<file path="src/rtl/seg7_readback_decoder_pkg.sv">
`default_nettype none
// ============================================================================
//  Module   : seg7_pkg
//  Brief    : Shared 7-segment pattern/code constants and FSM state encodings
//  Revision : 1.0
// ============================================================================
package seg7_pkg;

    // Segment patterns {a,b,c,d,e,f,g}, active low, decimal point excluded
    localparam logic [6:0] SEG_0     = 7'b0000001;
    localparam logic [6:0] SEG_1     = 7'b1001111;
    localparam logic [6:0] SEG_2     = 7'b0010010;
    localparam logic [6:0] SEG_3     = 7'b0000110;
    localparam logic [6:0] SEG_4     = 7'b1001100;
    localparam logic [6:0] SEG_5     = 7'b0100100;
    localparam logic [6:0] SEG_6     = 7'b0100000;
    localparam logic [6:0] SEG_7     = 7'b0001111;
    localparam logic [6:0] SEG_8     = 7'b0000000;
    localparam logic [6:0] SEG_9     = 7'b0000100;
    localparam logic [6:0] SEG_BLANK = 7'b1111111;

    localparam logic [3:0] CODE_BLANK   = 4'hA;
    localparam logic [3:0] CODE_INVALID = 4'hF;

    localparam logic [1:0] ST_IDLE    = 2'd0;
    localparam logic [1:0] ST_SETTLE  = 2'd1;
    localparam logic [1:0] ST_CAPTURE = 2'd2;
    localparam logic [1:0] ST_HOLD    = 2'd3;

endpackage
`default_nettype wire

</file>
<file path="src/rtl/seg7_readback_decoder_if.sv">
`default_nettype none
// ============================================================================
//  Module   : seg7_readback_decoder_if
//  Brief    : Segment/anode snoop bus plus decoded readback outputs
//  Revision : 1.0
// ============================================================================
interface seg7_readback_decoder_if #(
    parameter int NDIG = 3,
    parameter int IDXW = 2
);
    logic [7:0]        SEG_IN;
    logic [NDIG-1:0]   AN_IN;
    logic [3:0]        D_OUT;
    logic              DP_OUT;
    logic [IDXW-1:0]   IDX_OUT;
    logic              VALID;
    logic              ERR;
    logic [4*NDIG-1:0] FRAME;

    modport master (
        output SEG_IN, AN_IN,
        input  D_OUT, DP_OUT, IDX_OUT, VALID, ERR, FRAME
    );

    modport slave (
        input  SEG_IN, AN_IN,
        output D_OUT, DP_OUT, IDX_OUT, VALID, ERR, FRAME
    );
endinterface
`default_nettype wire

</file>
<file path="src/rtl/seg7_pattern_lookup.sv">
`default_nettype none
// ============================================================================
//  Module   : seg7_pattern_lookup
//  Brief    : Combinational 7-bit segment pattern to 4-bit code converter
//  Revision : 1.0
// ============================================================================
module seg7_pattern_lookup
    import seg7_pkg::*;
(
    input  wire logic [6:0] i_pattern,
    output logic      [3:0] o_code,
    output logic            o_invalid
);

    always_comb begin
        o_invalid = 1'b0;
        case (i_pattern)
            SEG_0:     o_code = 4'd0;
            SEG_1:     o_code = 4'd1;
            SEG_2:     o_code = 4'd2;
            SEG_3:     o_code = 4'd3;
            SEG_4:     o_code = 4'd4;
            SEG_5:     o_code = 4'd5;
            SEG_6:     o_code = 4'd6;
            SEG_7:     o_code = 4'd7;
            SEG_8:     o_code = 4'd8;
            SEG_9:     o_code = 4'd9;
            SEG_BLANK: o_code = CODE_BLANK;
            default: begin
                o_code    = CODE_INVALID;
                o_invalid = 1'b1;
            end
        endcase
    end

endmodule
`default_nettype wire

</file>
<file path="src/rtl/seg7_readback_decoder.sv">
`default_nettype none
// ============================================================================
//  Module   : seg7_readback_decoder
//  Brief    : Samples a multiplexed 7-seg bus, waits for a stable pattern and
//             decodes it back to a digit code with a per-digit frame store
//  Revision : 1.0
// ============================================================================
module seg7_readback_decoder
    import seg7_pkg::*;
#(
    parameter int NDIG          = 3,
    parameter int STABLE_CYCLES = 16,
    parameter int IDXW          = 2
) (
    input  wire logic               CLK,
    input  wire logic               RST,
    seg7_readback_decoder_if.slave  bus
);

    localparam int              CNTW      = $clog2(STABLE_CYCLES + 1);
    localparam logic [CNTW-1:0] C_CNT_MAX = CNTW'(STABLE_CYCLES);
    localparam logic [CNTW-1:0] C_CNT_ONE = CNTW'(1);

    logic [7:0]        r_seg_s1, r_seg_s2, r_ref_seg;
    logic [NDIG-1:0]   r_an_s1,  r_an_s2,  r_ref_an;
    logic [CNTW-1:0]   r_cnt;
    logic [1:0]        r_state;
    logic [3:0]        r_d;
    logic              r_dp;
    logic [IDXW-1:0]   r_idx;
    logic              r_valid;
    logic              r_err;
    logic [4*NDIG-1:0] r_frame;

    logic [NDIG-1:0]   w_an_low;
    logic              w_one_low;
    logic              w_match;
    logic [CNTW-1:0]   w_cnt_inc;
    logic [IDXW-1:0]   w_ref_idx;
    logic [3:0]        w_code;
    logic              w_invalid;

    // Exactly one active-low anode: more than one is a bus conflict
    assign w_an_low  = ~r_an_s2;
    assign w_one_low = (w_an_low != '0) && ((w_an_low & (w_an_low - NDIG'(1))) == '0);
    assign w_match   = (r_seg_s2 == r_ref_seg) && (r_an_s2 == r_ref_an);
    assign w_cnt_inc = (r_cnt == C_CNT_MAX) ? r_cnt : r_cnt + C_CNT_ONE;

    always_comb begin
        w_ref_idx = '0;
        for (int i = 0; i < NDIG; i++) begin
            if (!r_ref_an[i]) w_ref_idx = IDXW'(i);
        end
    end

    seg7_pattern_lookup u_lookup (
        .i_pattern (r_ref_seg[7:1]),
        .o_code    (w_code),
        .o_invalid (w_invalid)
    );

    always_ff @(posedge CLK or posedge RST) begin
        if (RST) begin
            r_seg_s1  <= '1;
            r_seg_s2  <= '1;
            r_an_s1   <= '1;
            r_an_s2   <= '1;
            r_ref_seg <= '1;
            r_ref_an  <= '1;
            r_cnt     <= '0;
            r_state   <= ST_IDLE;
            r_d       <= CODE_BLANK;
            r_dp      <= 1'b0;
            r_idx     <= '0;
            r_valid   <= 1'b0;
            r_err     <= 1'b0;
            r_frame   <= {NDIG{CODE_BLANK}};
        end else begin
            r_seg_s1 <= bus.SEG_IN;
            r_seg_s2 <= r_seg_s1;
            r_an_s1  <= bus.AN_IN;
            r_an_s2  <= r_an_s1;
            r_valid  <= 1'b0;
            r_err    <= 1'b0;

            case (r_state)
                ST_IDLE: begin
                    if (w_one_low) begin
                        r_ref_seg <= r_seg_s2;
                        r_ref_an  <= r_an_s2;
                        r_cnt     <= C_CNT_ONE;
                        r_state   <= ST_SETTLE;
                    end
                end
                ST_SETTLE: begin
                    if (!w_one_low) begin
                        r_cnt   <= '0;
                        r_state <= ST_IDLE;
                    end else if (!w_match) begin
                        r_ref_seg <= r_seg_s2;
                        r_ref_an  <= r_an_s2;
                        r_cnt     <= C_CNT_ONE;
                    end else begin
                        r_cnt <= w_cnt_inc;
                        if (w_cnt_inc == C_CNT_MAX) r_state <= ST_CAPTURE;
                    end
                end
                ST_CAPTURE: begin
                    r_d     <= w_code;
                    r_dp    <= ~r_ref_seg[0];
                    r_idx   <= w_ref_idx;
                    r_valid <= 1'b1;
                    r_err   <= w_invalid;
                    for (int i = 0; i < NDIG; i++) begin
                        if (w_ref_idx == IDXW'(i)) r_frame[4*i +: 4] <= w_code;
                    end
                    r_state <= ST_HOLD;
                end
                ST_HOLD: begin
                    // Stay quiet for the rest of this dwell; re-arm on any change
                    if (!w_match) begin
                        r_cnt   <= '0;
                        r_state <= ST_IDLE;
                    end
                end
                default: r_state <= ST_IDLE;
            endcase
        end
    end

    assign bus.D_OUT   = r_d;
    assign bus.DP_OUT  = r_dp;
    assign bus.IDX_OUT = r_idx;
    assign bus.VALID   = r_valid;
    assign bus.ERR     = r_err;
    assign bus.FRAME   = r_frame;

endmodule
`default_nettype wire

</file>
<file path="src/flat_wrapper.sv">
// flat-port wrapper written by rule: the top's interface ports become plain ports
module seg7_readback_decoder_flat import seg7_pkg::*;
#(
    parameter int NDIG          = 3,
    parameter int STABLE_CYCLES = 16,
    parameter int IDXW          = 2
)
  (CLK, RST, bus_SEG_IN, bus_AN_IN, bus_D_OUT, bus_DP_OUT, bus_IDX_OUT, bus_VALID, bus_ERR, bus_FRAME);
  seg7_readback_decoder_if #(.NDIG(NDIG), .IDXW(IDXW)) bus_i ();
  input  wire logic CLK;
  input  wire logic RST;
  input wire logic [$bits(bus_i.SEG_IN)-1:0] bus_SEG_IN;
  input wire logic [$bits(bus_i.AN_IN)-1:0] bus_AN_IN;
  output wire logic [$bits(bus_i.D_OUT)-1:0] bus_D_OUT;
  output wire logic [$bits(bus_i.DP_OUT)-1:0] bus_DP_OUT;
  output wire logic [$bits(bus_i.IDX_OUT)-1:0] bus_IDX_OUT;
  output wire logic [$bits(bus_i.VALID)-1:0] bus_VALID;
  output wire logic [$bits(bus_i.ERR)-1:0] bus_ERR;
  output wire logic [$bits(bus_i.FRAME)-1:0] bus_FRAME;
  assign bus_i.SEG_IN = bus_SEG_IN;
  assign bus_i.AN_IN = bus_AN_IN;
  assign bus_D_OUT = bus_i.D_OUT;
  assign bus_DP_OUT = bus_i.DP_OUT;
  assign bus_IDX_OUT = bus_i.IDX_OUT;
  assign bus_VALID = bus_i.VALID;
  assign bus_ERR = bus_i.ERR;
  assign bus_FRAME = bus_i.FRAME;
  seg7_readback_decoder #(.NDIG(NDIG), .STABLE_CYCLES(STABLE_CYCLES), .IDXW(IDXW)) u_core (.CLK(CLK), .RST(RST), .bus(bus_i));
endmodule
</file>
<file path="config.mk">
export PLATFORM = sky130hd
export DESIGN_NAME = seg7_readback_decoder_flat
export DESIGN_NICKNAME = d
export VERILOG_FILES = /design/src/rtl/seg7_readback_decoder_pkg.sv /design/src/rtl/seg7_readback_decoder_if.sv /design/src/rtl/seg7_pattern_lookup.sv /design/src/rtl/seg7_readback_decoder.sv /design/src/flat_wrapper.sv
export SDC_FILE = /design/constraint.sdc
export NUM_CORES = 1
export LEC_CHECK = 0
export ABC_AREA = 1
export CAP_MARGIN = 15
export CORE_MARGIN = 8
export CORE_UTILIZATION = 45
export CTS_BUF_LIST = sky130_fd_sc_hd__clkbuf_16
export CTS_CLUSTER_DIAMETER = 120
export DETAILED_ROUTE_END_ITERATION = 10
export GPL_ROUTABILITY_DRIVEN = 0
export HOLD_SLACK_MARGIN = 0.02
export PLACE_DENSITY = 0.67
export SYNTH_ARGS = -nofsm -noshare
export SYNTH_HDL_FRONTEND = slang
export SYNTH_HIERARCHICAL = 1
export SYNTH_SLANG_ARGS = --single-unit
</file>
<file path="constraint.sdc">
create_clock -name CLK -period 2.2 [get_ports CLK]
set_clock_uncertainty 0.1 [all_clocks]
set_input_delay 0.44 -clock CLK [delete_from_list [all_inputs] [get_ports CLK]]
set_output_delay 0.44 -clock CLK [all_outputs]
set_load 0.02 [all_outputs]
</file>
==> impl_metrics.env, run 1 <==
export IMPL_grt_pass1_wl_mm=8.880
export IMPL_cts_tree="built"
export IMPL_ys_ff_latch=61
export IMPL_cp_arrival_ns=1.45
export IMPL_syn_area_um2=2763
export IMPL_clk_latency_ns=0.32
export IMPL_cp_depth=1
export IMPL_worstPathMaxFanout=2
export IMPL_powerDensity_nw_per_um2=1393
export IMPL_setup_viol=0
export IMPL_drt_wirelength_per_cell_um=11.93
export IMPL_h_tree_depth=3
export IMPL_wirelength_mm=5.128
export IMPL_initial_utilization_pct=46.66
export IMPL_cts_root_buf="clkbuf_16"
export IMPL_post_synth_top_area_cell="dfstp_2"
export IMPL_clockBufferDepth=2
export IMPL_finalInstanceArea_um2=3488
export IMPL_grt_pass1_vias=1975
export IMPL_core_um2=5921
export IMPL_crit_buf_inv=1
export IMPL_hold_depth=0
export IMPL_p_leak_uw=0.001627
export IMPL_relSlewSlack_pct=73.80
export IMPL_antenna_found_initial=0
export IMPL_crit_slowest_cell="clkdlybuf4s50_1"
export IMPL_hold_viol_final=0
export IMPL_fin_tns_setup_ns=0
export IMPL_dpl_hpwl_mm=3.736
export IMPL_max_freq_mhz=501.4
export IMPL_synth_edf_count=0
export IMPL_synth_warnings=6
export IMPL_area_growth_pct=26.27
export IMPL_port_buffers=33
export IMPL_final_max_slew_violation_count=0
export IMPL_cp_slowest_stage_delay_ns=0.60
export IMPL_worstSetupEndpointType="output port"
export IMPL_whs_ns=0.2534
export IMPL_post_dp_cell_area_um2=3204
export IMPL_num_vias=2077
export IMPL_synth_top_area_share_pct=38.99
export IMPL_startpoint_type="flop"
export IMPL_drt_initial_drc_count=101
export IMPL_ioPinCount=34
export IMPL_syn_nets=322
export IMPL_drc_errors=0
export IMPL_grtUsageTotal_pct=12.82
export IMPL_drive_gt1_share_pct=25.92
export IMPL_worst_slack_ns=0.2056
export IMPL_max_vdd_ir_drop_mv=0.6659
export IMPL_dieHeight_um=94.36
export IMPL_worst_ep_required_time_ns=1.66
export IMPL_worst_pin_slew_ns=0.3930
export IMPL_crit_family="buffers and inverters"
export IMPL_dieArea_um2=8903
export IMPL_synth_area_leaders="dfstp_2 (39%), dfrtp_1 (18%), nand2_1 (13%), o21ai_0 (4.2%), inv_1 (4.1%)"
export IMPL_post_cts_buffers=0
export IMPL_n_antenna_cell=0
export IMPL_synth_yosys_seq_area_share_pct=57.11
export IMPL_cts_made_buffers=9
export IMPL_dieWidth_um=94.36
export IMPL_fin_crit_ns=1.994
export IMPL_syn_avg_cell_area_um2=8.999
export IMPL_finish_utilization_pct=58.92
export IMPL_fin_crit_sh_pct=90.65
export IMPL_num_rows=28
export IMPL_async_reset_ff_share_pct=100.0
export IMPL_synth_ff_type="dfstp_2"
export IMPL_grt_max_degree=39
export IMPL_overflow=0
export IMPL_r2r_cells=7
export IMPL_n_fill_cell=507
export IMPL_critPathKind="reg2out"
export IMPL_yosysMostFrequentCell="nand2_1"
export IMPL_synthDistinctLibCells=30
export IMPL_status="finished clean"
export IMPL_hold_buffers=0
export IMPL_syn_instance_count=307
export IMPL_dpl_worst_slack_ns=0.3269
export IMPL_worstHoldPathType="reg2reg"
export IMPL_first_pass_iters=4
export IMPL_cap_violations=0
export IMPL_clock_sinks=61
export IMPL_postCtsResizedCells=0
export IMPL_synth_commonest_cells="nand2_1 (93), dfstp_2 (41), inv_1 (30), o21ai_0 (23), dfrtp_1 (20)"
export IMPL_crit_chain="clkdlybuf4s50_1"
export IMPL_path_clk_slew_ns=0.05
export IMPL_ant_nets=0
export IMPL_rsz0062_at_grt="no"
export IMPL_nets=365
export IMPL_avgViaCountPerCell=4.830
[cells in the final DEF (no fill, tap or decap), drive strengths merged, types with 3 or more instances in the layout]
master,n
clkinv,4
nor2,25
dfstp,41
clkbuf,9
o21ai,32
xnor2,5
nand2,107
clkdlybuf4s50,33
inv,40
nand3,20
dfrtp,20
a21oi,3
[registers in the layout, indices dropped and copies added, names as in the netlist, 2 cells and up, named ones only]
| signal | count |
|---|---|
| u_core/bus.FRAME | 12 |
| u_core/r_ref_seg | 8 |
| u_core/r_seg_s1 | 8 |
| u_core/r_seg_s2 | 8 |
| u_core/r_cnt | 5 |
| u_core/bus.D_OUT | 4 |
| u_core/r_an_s1 | 3 |
| u_core/r_an_s2 | 3 |
| u_core/r_ref_an | 3 |
| u_core/bus.IDX_OUT | 2 |
[routing by layer]
| layer | GRT usage (%) | share of wire [%] | up-vias |
|---|---|---|---|
| li1 | - | - | 1049 |
| met1 | 15.67 | 46 | 976 |
| met2 | 19.35 | 47 | 44 |
| met3 | 4.524 | 5.4 | 8 |
| met4 | 7.133 | 2.2 | 0 |
| met5 | 0 | 0 | - |
[worst register-to-register path, stage by stage, from the launching register on]
cell and delay (ns):
dfstp_2 0.61, xnor2_1 0.13, nand2_1 0.07, nor2_1 0.32, nand3_4 0.17, nand2_4 0.22, nand2_1 0.09, o21ai_1 0.08
[path summary, 6_finish.rpt]
check | to | slack [ns] | start
hold reg to reg | u_core/r_an_s2[0]$_DFF_PP1_ | 0.25 | u_core/r_an_s1[0]$_DFF_PP1_
setup / recovery | bus_FRAME[5] | 0.21 | u_core/bus.FRAME[5]$_DFFE_PP1P_
max in group asynchronous | u_core/r_an_s1[1]$_DFF_PP1_ | 1.35 | RST
setup reg to reg | u_core/r_ref_seg[1]$_DFFE_PP1P_ | 0.34 | u_core/r_ref_seg[7]$_DFFE_PP1P_
hold / removal | u_core/r_an_s2[0]$_DFF_PP1_ | 0.25 | u_core/r_an_s1[0]$_DFF_PP1_
min in group asynchronous | u_core/bus.IDX_OUT[0]$_DFFE_PP0P_ | 0.37 | RST
[where the power goes]
part	switching (uW)	internal (uW)	total, uW	leakage [uW]
sequential	303	1580	1880	0.000687
clock	453	857	1310	0.000147
combinational	968	695	1660	0.000793
[per-stage QoR]
step                      instances  power, uW
after floorplan                 307       2966
after global placement          414       3541
after detailed placement        414       3585
after CTS                       430       4925
after global routing            430       5195
final                           430       4858
[final cells by class]
cell class	instances	area, um^2	area share [%]
Timing Repair Buffer	35	370.4	10.62
Clock inverter	7	58.81	1.686
Inverter	38	145.1	4.161
Clock buffer	9	225.2	6.456
Sequential cell	61	1578	45.23
Tap cell	75	93.84	2.690
Multi-Input combinational cell	205	1017	29.16
[cell families (layout without fill, tap and decap cells)]
kind of cell    Yosys count  count (layout)  share of synthesized area (%)
compound gates           39              39                          7.563
fa+ha+maj                 2               2                         0.9057
buf+inv                  41              89                          6.069
simple gates            159             159                          26.77
xor+xnor                  5               5                          1.585
flops                    61              61                          57.11
Note: power is estimated with default switching activity, not from simulation.
==> run 2: changes to the inputs <==
--- a/config.mk
+++ b/config.mk
@@ -15,6 +15,7 @@
 export GPL_ROUTABILITY_DRIVEN = 0
 export HOLD_SLACK_MARGIN = 0.02
 export PLACE_DENSITY = 0.67
+export REMOVE_ABC_BUFFERS = 1
 export SYNTH_ARGS = -nofsm -noshare
 export SYNTH_HDL_FRONTEND = slang
 export SYNTH_HIERARCHICAL = 1
==> impl_metrics.env, run 2 (same netlist as run 1, synthesis figures left out) <==
export IMPL_grt_pass1_wl_mm=8.990
export IMPL_final_max_slew_violation_count=0
export IMPL_overflow=0
export IMPL_p_leak_uw=0.001623
export IMPL_ioPinCount=34
export IMPL_crit_start="u_core/bus.FRAME[11]$_DFFE_PP1P_"
export IMPL_drc_errors=0
export IMPL_antenna_found_initial=0
export IMPL_grt_pass1_vias=1998
export IMPL_hold_buffers=0
export IMPL_fin_crit_ns=1.988
export IMPL_drt_wirelength_per_cell_um=12.24
export IMPL_largest_reg_flops=12
export IMPL_r2r_cells=7
export IMPL_powerDensity_nw_per_um2=1401
export IMPL_initial_utilization_pct=46.66
export IMPL_most_common_layout_cells="nand2_1 (93), dfstp_2 (41), clkdlybuf4s50_1 (33)"
export IMPL_hold_depth=0
export IMPL_finalInstanceArea_um2=3495
export IMPL_rsz0062_at_grt="no"
export IMPL_holdPathEnd="u_core/r_seg_s2[1]$_DFF_PP1_"
export IMPL_area_growth_pct=26.49
export IMPL_cp_arrival_ns=1.45
export IMPL_crit_slowest_cell="clkdlybuf4s50_1"
export IMPL_relSlewSlack_pct=68.39
export IMPL_crit_family="buffers and inverters"
export IMPL_cts_tree="built"
export IMPL_r2r_setup_slack_ns=0.34
export IMPL_hold_viol_final=0
export IMPL_drive_gt1_share_pct=26.76
export IMPL_startpoint_type="flop"
export IMPL_post_cts_buffers=0
export IMPL_worst_pin_slew_ns=0.4742
export IMPL_cp_slowest_stage_delay_ns=0.60
export IMPL_ant_nets=0
export IMPL_dieArea_um2=8903
export IMPL_first_pass_iters=4
export IMPL_n_antenna_cell=0
export IMPL_dieWidth_um=94.36
export IMPL_grt_max_degree=26
export IMPL_drt_initial_drc_count=82
export IMPL_clock_sinks=61
export IMPL_setup_viol=0
export IMPL_fin_crit_sh_pct=90.35
export IMPL_avgViaCountPerCell=4.674
export IMPL_cap_violations=0
export IMPL_num_vias=2010
export IMPL_worst_ep_required_time_ns=1.66
export IMPL_cts_root_buf="clkbuf_16"
export IMPL_worstHoldPathType="reg2reg"
export IMPL_clockBufferDepth=2
export IMPL_r2r_end="u_core/r_ref_seg[5]$_DFFE_PP1P_"
export IMPL_dieHeight_um=94.36
export IMPL_worst_slack_ns=0.2122
export IMPL_max_freq_mhz=503.1
export IMPL_worstPathMaxFanout=2
export IMPL_max_vdd_ir_drop_mv=0.6935
export IMPL_critPathKind="reg2out"
export IMPL_clk_latency_ns=0.32
export IMPL_core_um2=5921
export IMPL_postCtsResizedCells=0
export IMPL_dpl_hpwl_mm=3.789
export IMPL_dpl_worst_slack_ns=0.3534
export IMPL_hold_start="u_core/r_seg_s1[1]$_DFF_PP1_"
export IMPL_path_clk_slew_ns=0.05
export IMPL_cts_made_buffers=9
export IMPL_crit_buf_inv=1
export IMPL_h_tree_depth=3
export IMPL_fin_tns_setup_ns=0
export IMPL_grtUsageTotal_pct=13.01
export IMPL_num_rows=28
export IMPL_wirelength_mm=5.265
export IMPL_layout_commonest_cell="nand2_1"
export IMPL_nets=365
export IMPL_crit_chain="clkdlybuf4s50_1"
export IMPL_worstSetupEndpointType="output port"
export IMPL_status="finished clean"
export IMPL_r2r_start="u_core/r_ref_seg[7]$_DFFE_PP1P_"
export IMPL_port_buffers=33
export IMPL_post_dp_cell_area_um2=3204
run 2: changes by cell type in the layout (fill, tap and decap cells not counted):
cell,change
clkinv_1,-1
clkinv_2,+2
clkinv_4,-1
clkinvlp_4,+1
inv_1,-2
inv_6,+1
run 2: where the power goes:
group          internal (uW)  switching, uW
combinational            696            968
sequential              1580            303
clock                    868            481
total                   3140           1750
run 2: metal layers:
metal / global-route usage [%] / share of wire, % / wire length (um) / vias to the layer above
met2: 20.28 / 47 / 2488 / 39
li1: - / - / - / 1049
met4: 8.322 / 1.7 / 91 / 0
met1: 15.54 / 46 / 2403 / 913
met5: 0 / 0 / 0 / -
met3: 3.651 / 5.4 / 282 / 9
run 2: per-stage QoR:
step,power (uW),instances,hold WS [ns],utilization (%)
final,4896,430,0.2533,59.02
after CTS,4967,430,0.2542,59.02
after floorplan,2944,304,0.2452,-
after global placement,3537,414,0.2455,54.12
after detailed placement,3578,414,0.2468,54.12
after global routing,5256,430,0.2550,59.02
run 2: how the worst max path moves through the flow:
stage,cells past startpoint,slack (ns),to
floorplan,1,0.21,async pin
global placement,7,0.45,u_core/r_ref_seg[5]$_DFFE_PP1P_
detailed placement,7,0.35,u_core/r_ref_seg[5]$_DFFE_PP1P_
CTS,1,0.19,bus_FRAME[11]
global route,1,0.17,bus_FRAME[11]
finish,1,0.21,bus_FRAME[11]
run 2: cell type report:
cell class	count	area (um^2)
clock buffer	9	225.2
clock inverter	7	65.06
fill	518	2426
inverter	38	145.1
multi-input combinational	205	1017
sequential	61	1578
tap	75	93.84
timing repair buffer	35	370.4
